$ cat src/rtl/word_8bit.sv
// word_8bit: single storage word of the SRAM-style array.
// Writes on the rising clk edge when the word is selected for write (sel & rw).
// The stored contents are always driven on data_out. rst_n clears the word
// asynchronously to RESET_VALUE.
// Optional build macro WORD8BIT_PARITY_EN adds a stored even-parity bit and
// a parity_err output.
module word_8bit #(
    parameter int unsigned         WIDTH       = 8,
    parameter logic [WIDTH-1:0]    RESET_VALUE = '0
) (
    input  logic             clk,
    input  logic             rst_n,
    input  logic [WIDTH-1:0] data_in,
    input  logic             sel,
    input  logic             rw,
`ifdef WORD8BIT_PARITY_EN
    output logic [WIDTH-1:0] data_out,
    output logic             parity_err
`else
    output logic [WIDTH-1:0] data_out
`endif
);

    // Write enable is decided only by the control inputs, never by data.
    logic we;
    assign we = sel & rw;

    // Word storage; data_out is the storage register, so a write is visible
    // right after the sampling edge.
    always_ff @(posedge clk or negedge rst_n) begin
        if (!rst_n) begin
            data_out <= RESET_VALUE;
        end else if (we) begin
            data_out <= data_in;
        end
    end

`ifdef WORD8BIT_PARITY_EN
    // Stored even-parity bit, written together with the word.
    logic parity_bit;

    always_ff @(posedge clk or negedge rst_n) begin
        if (!rst_n) begin
            parity_bit <= ^RESET_VALUE;
        end else if (we) begin
            parity_bit <= ^data_in;
        end
    end

    // Any mismatch between stored word and stored parity flags an error.
    assign parity_err = (^data_out) ^ parity_bit;
`endif

endmodule

$ cat config.mk
export PLATFORM = sky130hd
export DESIGN_NAME = word_8bit
export DESIGN_NICKNAME = d
export VERILOG_FILES = /design/src/rtl/word_8bit.sv
export SDC_FILE = /design/constraint.sdc
export NUM_CORES = 1
export LEC_CHECK = 0
export CORE_AREA = 2 2 39 41
export CTS_CLUSTER_DIAMETER = 80
export DETAILED_ROUTE_END_ITERATION = 8
export DIE_AREA = 0 0 41 43
export GPL_TIMING_DRIVEN = 0
export HOLD_SLACK_MARGIN = 0.15
export PLACE_DENSITY_LB_ADDON = 0.12
export SLEW_MARGIN = 20
export SYNTH_ARGS = -nofsm -noshare
export SYNTH_HDL_FRONTEND = slang
export SYNTH_SLANG_ARGS = --single-unit
$ cat constraint.sdc
create_clock -name clk -period 1.4 [get_ports clk]
set_input_delay 0.42 -clock clk [delete_from_list [all_inputs] [get_ports clk]]
set_output_delay 0.42 -clock clk [all_outputs]
set_load 0.05 [all_outputs]
### Yosys cells after proc, flatten, opt, wreduce, memory -nomap -nowiden

Index checks and enable logic that the tools add are counted.
W data, S select, Z words.

| word-level totals | value |
|---|---|
| register bits | 8 |
| bits in latches | 0 |
| memory bits (writable) | 0 |
| memory bits (read-only) | 0 |
| output and inout port bits | 8 |
| memories kept | 0 |

| cells by class | value |
|---|---|
| add/sub/neg operators | 0 |
| $mul | 0 |
| divide/modulo/power cells | 0 |
| magnitude comparators | 0 |
| eq/ne operators | 0 |
| shifts and indexed selects | 0 |
| muxes and demuxes | 0 |
| bitwise logic cells | 1 |
| reductions and logical operators | 0 |

Operator list:

| cell | count |
|---|---|
| $and A1 B1 Y1 | 1 |

### Longest topological paths before layout

| logic depth | value |
|---|---|
| depth after elaboration | 1 |
| mapped depth | 2 |
| gate-level depth less buffers | 2 |

### Least setup slack after synthesis

No wires, ideal clock.

| timing | value |
|---|---|
| kind | reg-to-output |
| start | register data_out[0] |
| end | output port data_out[0] |
| arrival time | 597 ps |
| data required time | 980 ps |
| setup slack | 383 ps |
| cell stages (with the launch flop) | 1 |
| cells stage by stage | dfrtp_1 |

RTL lines:

| item | RTL line | RTL |
|---|---|---|
| start, declared | 20 | `output logic [WIDTH-1:0] data_out` |
| start signal, assigned | 34 | `data_out <= data_in;` |

No word-level cell between the ends.

### Worst setup path in the final report

| timing | value |
|---|---|
| start | register data_out[3] |
| end | output port data_out[3] |

No word-level cell between the ends.

==> flow_summary_export.csv <==
group,metric,value,unit
pwr,clock_power_share,24.9,%
setup_path,critPathRequiredTime,0.98,ns
finish,utilization,35.4,%
cts,cts_max_path_buffers,2,
grt,grt_pass1_vias,215,
routing,via_per_inst,4.04,
routing,dr.pass1.iters,2,
grt,grt_max_degree,9,
floorplanning,core-area,1380,µm²
routing,wire_per_inst,11.9,µm
setup_path,critical_path_peak_fanout,2,
logic_synthesis,mappedNetlistArea,297,µm²
setup_path,cp.depth,1,
pwr,comb_power_share,34.5,%
finish,seq_area,200,µm²
sta,rsz0062_at_grt,"no",
sta,finalMaxSlewViolations,0,
pwr,p_sw,0.000246,W
finish,largest-register,"data_out",
logic_synthesis,ys_top_cells_by_count,"dfrtp_1 (8), mux2_2 (8), nand2_2 (1)",
setup_path,crit_end,"data_out[3]",
finish,top_regs,"data_out (8)",
min_path,worst_hold_path_type,"primary input to asynchronous set/reset pin",
sta,worst_pin_slew,0.377,ns
floorplanning,fp.dieArea,1760,µm²
pwr,p_sw_share,35.8,%
setup_path,cp.arrival,0.85,ns
grt,overflow,0,
routing,wirelength,653,µm
setup_path,crit_chain,"buf_2",
sta,setup_violations,0,
routing,drt_iter0_drc,1,
grt,grt_pass1_wl,862,µm
pwr,ir_drop,0.480,mV
finish,design_area,489,µm²
outcome,status,"completed",
finish,syn2layout_area_growth,65.0,%
setup_path,endpoint_kind,"primary output",
placed_design,placed_area,507,µm²
logic_synthesis,synth_edf_count,0,
cts,numCtsBuffers,3,
setup_path,r2r_end,"data_out[7]",
logic_synthesis,synth-main-ff-cell,"dfrtp_1",
logic_synthesis,synth_warnings,0,
finish,diodes,0,
sta,finalCritPeriodShare,90.9,%
setup_path,crit_path_start,"data_out[3]",
sta,relSlewSlack,74.8,%
cts,htree_levels,1,
setup_path,path_delay_family,"flip-flops",
sta,worst_hold_slack,0.455,ns
logic_synthesis,yosysTopAreaCellShare,67.5,%
finish,drive_gt1_share,51.3,%
setup_path,slowest_stage,"dfrtp_1",
sta,fmax,785,MHz
floorplanning,start_util,21.4,%
setup_path,crit_type,"register to primary output",
setup_path,ff2ff_path_depth,1,
logic_synthesis,synthArstFlopShare,100,%
floorplanning,die_h,43,µm
routing,vias,222,
pwr,pwr_density_cell,1410,nW/µm²
cts,cts_setup_buffers,0,
pwr,internal-power,0.000442,W
finish,final_nets,53,
placed_design,routabilityCongestion,0.572,
logic_synthesis,synth_cell_types,3,
finish,nFillCells,145,
floorplanning,dieWidth,41,µm
pwr,power_leakage,0.218,nW
setup_path,cp_num_buf_inv,1,
routing,ant_nets,0,
setup_path,startpoint_type,"register",
finish,instances_no_fill,55,
floorplanning,pin_count,20,
cts,cts.clk_slew.worst_paths,0.05,ns
finish,multi_input_area,96.3,µm²
routing,remaining_drc_errors,0,
logic_synthesis,synth.avg_cell_area,17.4,µm²
logic_synthesis,syn_nets,29,
logic_synthesis,synth_area_leaders,"dfrtp_1 (68%), mux2_2 (30%), nand2_2 (2.1%)",
setup_path,rr_startpoint,"data_out[7]",
sta,period_minus_slack,1.27,ns
cts,clock_latency,0.24,ns
setup_path,critPathMaxStageDelay,0.34,ns
cts,clkSinkCount,8,
logic_synthesis,ys_seq_area_share,67.5,%
job,maxCapViolations,0,
placed_design,port_buffers,19,
pwr,power_frac_seq,40.6,%
placed_design,post-place-cells,52,
finish,largest_register_ffs,8,
logic_synthesis,yosys.area.top_type,"dfrtp_1",
cts,cts-root-buf,"clkbuf_4",
sta,hold_viol,0,
setup_path,r2r_slack,0.66,ns
floorplanning,rows,14,
cts,cts_tree,"built",
grt,globalRouteTotalUtil,8.20,%
logic_synthesis,synthCells,17,
grt,antenna_found_initial,0,
logic_synthesis,ys_ff_latch,8,
sta,final.setup_skew,0,ns
-- logic make-up after synthesis --
| kind of cell | after synthesis | share of synthesized area [%] |
|---|---|---|
| muxes | 8 | 30.4 |
| DFF | 8 | 67.5 |
| and+or+nand+nor | 1 | 2.11 |
-- what timing repair did --
item                                    4_1_cts  5_1_grt
hold buffers                                  0        0
endpoints found under the setup margin        8        8
gates resized for setup                      24       16
cloned                                        0        0
-- metrics by stage --
stage	setup TNS (ns)	power, W	worst slack (ns)
after floorplan	0	0.000444	0.383
after global placement	-1.80	0.000552	-0.144
after detailed placement	-2.03	0.000557	-0.160
after CTS	0	0.000725	0.00235
after global routing	0	0.000729	0.0786
final	0	0.000688	0.127
-- power groups by stage --
stage | Sequential (W) | Combinational (W) | Clock (W)
floorplan | 0.000408 | 0.0000367 | 0
global placement | 0.000283 | 0.000268 | 0
detailed placement | 0.000286 | 0.000272 | 0
CTS | 0.000281 | 0.000262 | 0.000182
global route | 0.000284 | 0.000247 | 0.000198
finish | 0.000280 | 0.000237 | 0.000171
-- cell type report --
class	instances	area share (%)
flip-flops and latches	8	40.9
repair buffers	19	30.7
multi-input cells	9	19.7
clock buffers	3	4.60
well taps	16	4.09
-- placed cells by master, fill, tap and decap left out --
master	netlist	routed
clkdlybuf4s50_1	0	11
mux2_2	8	8
dfrtp_1	8	8
buf_2	0	8
clkbuf_4	0	3
nand2_2	1	1
-- how the worst min path moves through the flow --
stage                 from           to  slack [ns]  depth (start not counted)
2_1_floorplan        rst_n  data_out[0]        0.12                          0
3_3_place_gp   data_out[7]  data_out[7]        0.49                          1
6_report             rst_n  data_out[2]        0.45                          1
3_5_place_dp   data_out[1]  data_out[1]        0.49                          1
5_1_grt              rst_n  data_out[2]        0.47                          1
4_1_cts              rst_n  data_out[2]        0.46                          1
-- metal layers --
metal  part of all wire (%)  global-route usage (%)  wire length, µm
met2                     49                    12.2              321
met1                     38                    6.93              249
met4                      0                    8.00                0
met5                      0                       0                0
met3                     13                    4.71               82
Power figures use the tool's default switching activity.
